===== src/rtl/conv_encoder_tx.sv =====
// Rate-1/2 feedforward convolutional encoder with valid/ready input and output,
// optional zero-tail termination, and a single registered output stage.
module conv_encoder_tx #(
    parameter int         K       = 3,
    parameter logic [8:0] G0_OCT  = 9'o007,
    parameter logic [8:0] G1_OCT  = 9'o005,
    parameter bit         TAIL_EN = 1'b1
) (
    input  logic       clk,
    input  logic       rst_n,
    input  logic       in_valid,
    output logic       in_ready,
    input  logic       in_bit,
    input  logic       in_last,
    output logic       sym_valid,
    input  logic       sym_ready,
    output logic [1:0] sym,
    output logic       sym_last,
    output logic       busy
);

    localparam int M = K - 1;
    localparam logic [K-1:0] G0 = G0_OCT[K-1:0];
    localparam logic [K-1:0] G1 = G1_OCT[K-1:0];
    localparam logic [3:0] TAIL_LAST = 4'(M - 1);

    generate
        if (K < 3 || K > 9) begin : g_k_check
            $error("conv_encoder_tx: K must be within 3..9");
        end
    endgenerate

    typedef enum logic [0:0] {
        ST_DATA = 1'b0,
        ST_TAIL = 1'b1
    } state_t;

    function automatic logic parity_f(input logic [K-1:0] v);
        return ^v;
    endfunction

    state_t         state_r, state_nxt_s;
    logic [M-1:0]   shift_r, shift_nxt_s;
    logic [3:0]     tail_cnt_r, tail_cnt_nxt_s;
    logic [1:0]     sym_r;
    logic           sym_valid_r, sym_last_r;
    logic           can_load_s, load_s, last_nxt_s, u_s;
    logic [K-1:0]   reg_s;
    logic [1:0]     sym_nxt_s;

    assign can_load_s = !sym_valid_r || sym_ready;
    assign in_ready   = (state_r == ST_DATA) && can_load_s;
    assign busy       = (state_r == ST_TAIL) || sym_valid_r;
    assign sym        = sym_r;
    assign sym_valid  = sym_valid_r;
    assign sym_last   = sym_last_r;

    // Tail bits are zero; in DATA the encoder input is the offered bit.
    assign u_s       = (state_r == ST_DATA) ? in_bit : 1'b0;
    assign reg_s     = {u_s, shift_r};
    assign sym_nxt_s = {parity_f(reg_s & G0), parity_f(reg_s & G1)};

    // Next-state, shift-register and load decisions.
    always_comb begin
        state_nxt_s    = state_r;
        shift_nxt_s    = shift_r;
        tail_cnt_nxt_s = tail_cnt_r;
        load_s         = 1'b0;
        last_nxt_s     = 1'b0;
        case (state_r)
            ST_DATA: begin
                if (in_valid && can_load_s) begin
                    load_s      = 1'b1;
                    shift_nxt_s = reg_s[K-1:1];
                    if (in_last) begin
                        if (TAIL_EN) begin
                            state_nxt_s    = ST_TAIL;
                            tail_cnt_nxt_s = 4'd0;
                        end else begin
                            last_nxt_s  = 1'b1;
                            shift_nxt_s = '0;
                        end
                    end else begin
                        state_nxt_s = ST_DATA;
                    end
                end else begin
                    load_s = 1'b0;
                end
            end
            ST_TAIL: begin
                if (can_load_s) begin
                    load_s      = 1'b1;
                    shift_nxt_s = reg_s[K-1:1];
                    if (tail_cnt_r == TAIL_LAST) begin
                        last_nxt_s     = 1'b1;
                        state_nxt_s    = ST_DATA;
                        tail_cnt_nxt_s = 4'd0;
                    end else begin
                        tail_cnt_nxt_s = tail_cnt_r + 4'd1;
                    end
                end else begin
                    load_s = 1'b0;
                end
            end
            default: begin
                state_nxt_s    = ST_DATA;
                shift_nxt_s    = '0;
                tail_cnt_nxt_s = 4'd0;
            end
        endcase
    end

    // State registers and the single output stage.
    always_ff @(posedge clk) begin
        if (!rst_n) begin
            state_r     <= ST_DATA;
            shift_r     <= '0;
            tail_cnt_r  <= 4'd0;
            sym_r       <= 2'b00;
            sym_valid_r <= 1'b0;
            sym_last_r  <= 1'b0;
        end else begin
            state_r    <= state_nxt_s;
            shift_r    <= shift_nxt_s;
            tail_cnt_r <= tail_cnt_nxt_s;
            if (load_s) begin
                sym_r       <= sym_nxt_s;
                sym_valid_r <= 1'b1;
                sym_last_r  <= last_nxt_s;
            end else if (sym_ready) begin
                sym_valid_r <= 1'b0;
            end else begin
                sym_valid_r <= sym_valid_r;
            end
        end
    end

endmodule


===== config.mk =====
export PLATFORM = sky130hd
export DESIGN_NAME = conv_encoder_tx
export DESIGN_NICKNAME = d
export VERILOG_FILES = /design/src/rtl/conv_encoder_tx.sv
export SDC_FILE = /design/constraint.sdc
export NUM_CORES = 1
export LEC_CHECK = 0
export CAP_MARGIN = 20
export CORE_AREA = 2 2 39 41
export DETAILED_ROUTE_END_ITERATION = 12
export DIE_AREA = 0 0 41 43
export GPL_ROUTABILITY_DRIVEN = 1
export GPL_TIMING_DRIVEN = 0
export PLACE_DENSITY = 0.7
export SYNTH_ARGS = -nofsm -noshare
export SYNTH_HDL_FRONTEND = slang
export SYNTH_SLANG_ARGS = --single-unit

===== constraint.sdc =====
create_clock -name clk -period 2.5 [get_ports clk]
set_input_delay 0.5 -clock clk [delete_from_list [all_inputs] [get_ports clk]]
set_output_delay 0.5 -clock clk [all_outputs]
set_load 0.005 [all_outputs]

==> results of run 1 <==
==> layout make-up <==
class                           count  area share
Multi-Input combinational cell     49       0.457
Sequential cell                    11       0.300
Timing Repair Buffer               11       0.150
Clock buffer                        4      0.0358
Tap cell                           16      0.0273
Buffer                              2      0.0204
Inverter                            2      0.0102
==> layer usage <==
layer,part of all wire,vias up
li1,-,264
met1,0.51,232
met2,0.44,9
met3,0.034,2
met4,0.013,0
met5,0,-
==> cells by family (layout without fill, tap and decap cells) <==
kind of cell / Yosys count / in the layout / synth area share
simple gates: 33 / 33 / 0.357
compound gates: 12 / 12 / 0.145
flops: 11 / 11 / 0.381
buf+inv: 4 / 19 / 0.0390
fa+ha+maj: 2 / 2 / 0.0433
xor+xnor: 1 / 1 / 0.0152
mux: 1 / 1 / 0.0195
==> registers in the layout, indices dropped and copies added, names as in the netlist <==
register / flops
sym_valid: 1
shift_r: 2
sym_last: 1
tail_cnt_r: 4
state_r: 1
sym: 2
==> cells in the mapped netlist (2+ instances only) <==
cell / count
a21oi_1: 2
a31oi_1: 2
a32oi_1: 2
dfxtp_1: 11
ha_1: 2
inv_1: 2
nand2_1: 6
nand3_1: 4
nor2_1: 9
nor3_1: 2
o21ai_0: 2
==> power by group through the flow <==
stage                     logic (mW)  registers (mW)  clock network, mW
after floorplan               0.0459           0.197                  0
after global placement        0.0805           0.197                  0
after detailed placement      0.0810           0.197                  0
after CTS                     0.0817           0.193              0.124
after global routing          0.0887           0.195              0.135
final                         0.0807           0.193              0.120
==> worst max-delay path: stages <==
cell             delay (ps)
clkdlybuf4s50_1         480
and2b_4                 220
nor2_1                  130
clkdlybuf4s50_1         520
==> worst max-delay path by stage <==
stage | start | end | slack (ps) | depth (start not counted)
global route | sym_ready | in_ready | 70 | 4
global placement | sym_ready | in_ready | 160 | 4
floorplan | tail_cnt_r[1]$_SDFFE_PN0P_ | tail_cnt_r[2]$_SDFFE_PN0P_ | 1090 | 5
finish | sym_ready | in_ready | 150 | 4
detailed placement | sym_ready | in_ready | 150 | 4
CTS | sym_ready | in_ready | 130 | 4
==> summary.md, run 1 <==
| Metric | Value |
|---|---|
| P_int | `0.291 mW` |
| First-pass GRT wire length | `1.86 mm` |
| Main flop type after synthesis | `dfxtp_1` |
| Synth area leaders | `dfxtp_1 38%, nor2_1 5.8%, ha_1 4.3%` |
| Post-DRT Antenna Nets | `0` |
| Slew Viols, Final | `0` |
| Drt drc | `0` |
| Worst Skew | `0.786 ps` |
| Vias in the first global route | `434` |
| Flop pwr share | `0.490` |
| Final setup margin | `148 ps` |
| Setup violations, final | `0` |
| Net Sw Power | `0.103 mW` |
| Static leakage | `0.271 nW` |
| Clock Path Buffers | `2` |
| Clock power frac | `0.305` |
| Post-CTS Resized | `0` |
| Vias post-DR | `507` |
| Seq/Total Area, Yosys | `0.381` |
| CTS Sinks | `11` |
| GR Util met2 | `0.194` |
| Critical path class | `primary input to primary output` |
| DR pass1 iterations | `3` |
| FF+latch count, synth | `11` |
| Synth unique cells | `31` |
| Post-synth EDFFs | `0` |
| Initial core utilization | `0.418` |
| Final hold violation count | `0` |
| Worst hold path depth | `2` |
| Commonest cells after routing, fill and taps aside | `11 x clkdlybuf4s50_1, 11 x dfxtp_1, 9 x nor2_1` |
| Placer congestion estimate | `0.712` |
| Synth warnings | `0` |
| Reg area | `220 um^2` |
| Hold path startpoint | `shift_r[0]$_SDFFE_PN0P_` |
| Post-Syn Instances | `64` |
| IO Port Bufs | `11` |
| Worst Tran Pin Value | `453 ps` |
| RR Startpoint | `tail_cnt_r[1]$_SDFFE_PN0P_` |
| Worst slew margin | `0.698` |
| Post-Synthesis Cell Area | `578 um^2` |
| Nets | `88` |
| Tmin final | `2350 ps` |
| Worst setup SP type | `primary input` |
| Switching fraction of total power | `0.262` |
| Placed cell area | `708 um^2` |
| H-tree levels | `1` |
| Worst reg-to-reg setup slack | `960 ps` |
| Worst Hold Slack | `477 ps` |
| Worst Hold Class | `register to register` |
| Hold_buf cts | `0` |
| Site Rows | `14` |
| Clk slew on worst S/H paths | `70 ps` |
| Comb pwr share | `0.205` |
| Worst slack at placement | `152 ps` |
| Die extent in y | `43 um` |
| Critical path fanouts, max | `7` |
| Drt via density | `5.34` |
| Layout cells sized above 1 | `0.177` |
| Hold EP | `shift_r[0]$_SDFFE_PN0P_` |
| Worst Setup End Kind | `primary output` |
| Syn_area_per_cell | `9.03 um^2` |
| WP data required | `2000 ps` |
| Final core occ | `0.531` |
| Fillcell total | `137` |
| # Post-CTS Setup Buffers | `0` |
| Design area | `734 um^2` |
| Post-Syn Nets | `72` |
| Pwr Density | `537 mW/mm^2` |
| Post-Layout Cell Count | `95` |
| Area of the multi-input gates | `335 um^2` |
| F_max | `0.425 GHz` |
| RSZ-0062 raised after global routing | `no` |
| Dpl cells | `91` |
| RR Endpoint | `tail_cnt_r[3]$_SDFFE_PN0P_` |
| R2R cell count | `6` |
| MaxCap Viol Count | `0` |
| Crit path DAT | `1850 ps` |
| # IOs | `12` |
| Most Crowded Layer GR | `met1` |
| Total power | `0.394 mW` |
| Largest net degree at the start of global routing | `11` |
| Met3 usage | `0.0471` |
| P&R area growth vs syn | `27.1%` |
| Initial antenna violation count | `0` |
| Total track usage | `0.154` |
| Final wirelength | `1.09 mm` |
| Chip Width | `41 um` |
| CTS buffer count | `3` |
| Share of the synthesized area in the top cell type | `0.381` |
| Fin Setup TNS | `0 ps` |
| Gr ovfl total | `0` |
| Worst vdd ir | `0.000337 V` |
| Final HPWL DP | `817 um` |
| Die ar. | `0.00176 mm^2` |
| Tcrit/Tclk final | `0.941` |
| Wire per inst | `11.5 um` |
| ANT cells | `0` |
| CTS tree | `done` |
| Initial detailed-routing violation count | `11` |
| M1 GR Usage | `0.229` |
| Root Buffer | `clkbuf_4` |
| Worst skew pair latency | `260 ps` |
| Share of synthesized flip-flops with an asynchronous set or reset | `0` |
| Status | `finished clean` |
| Top cell type by total area after synthesis | `dfxtp_1` |
| Core area | `0.00138 mm^2` |
No activity file was read; power rests on OpenSTA's default activity.
==> inputs of run 2 (changes only) <==
- ABC_CLOCK_PERIOD_IN_PS: default -> 2500
==> results of run 2 <==
Final layout, timing and power as in run 1 (identical DEF).
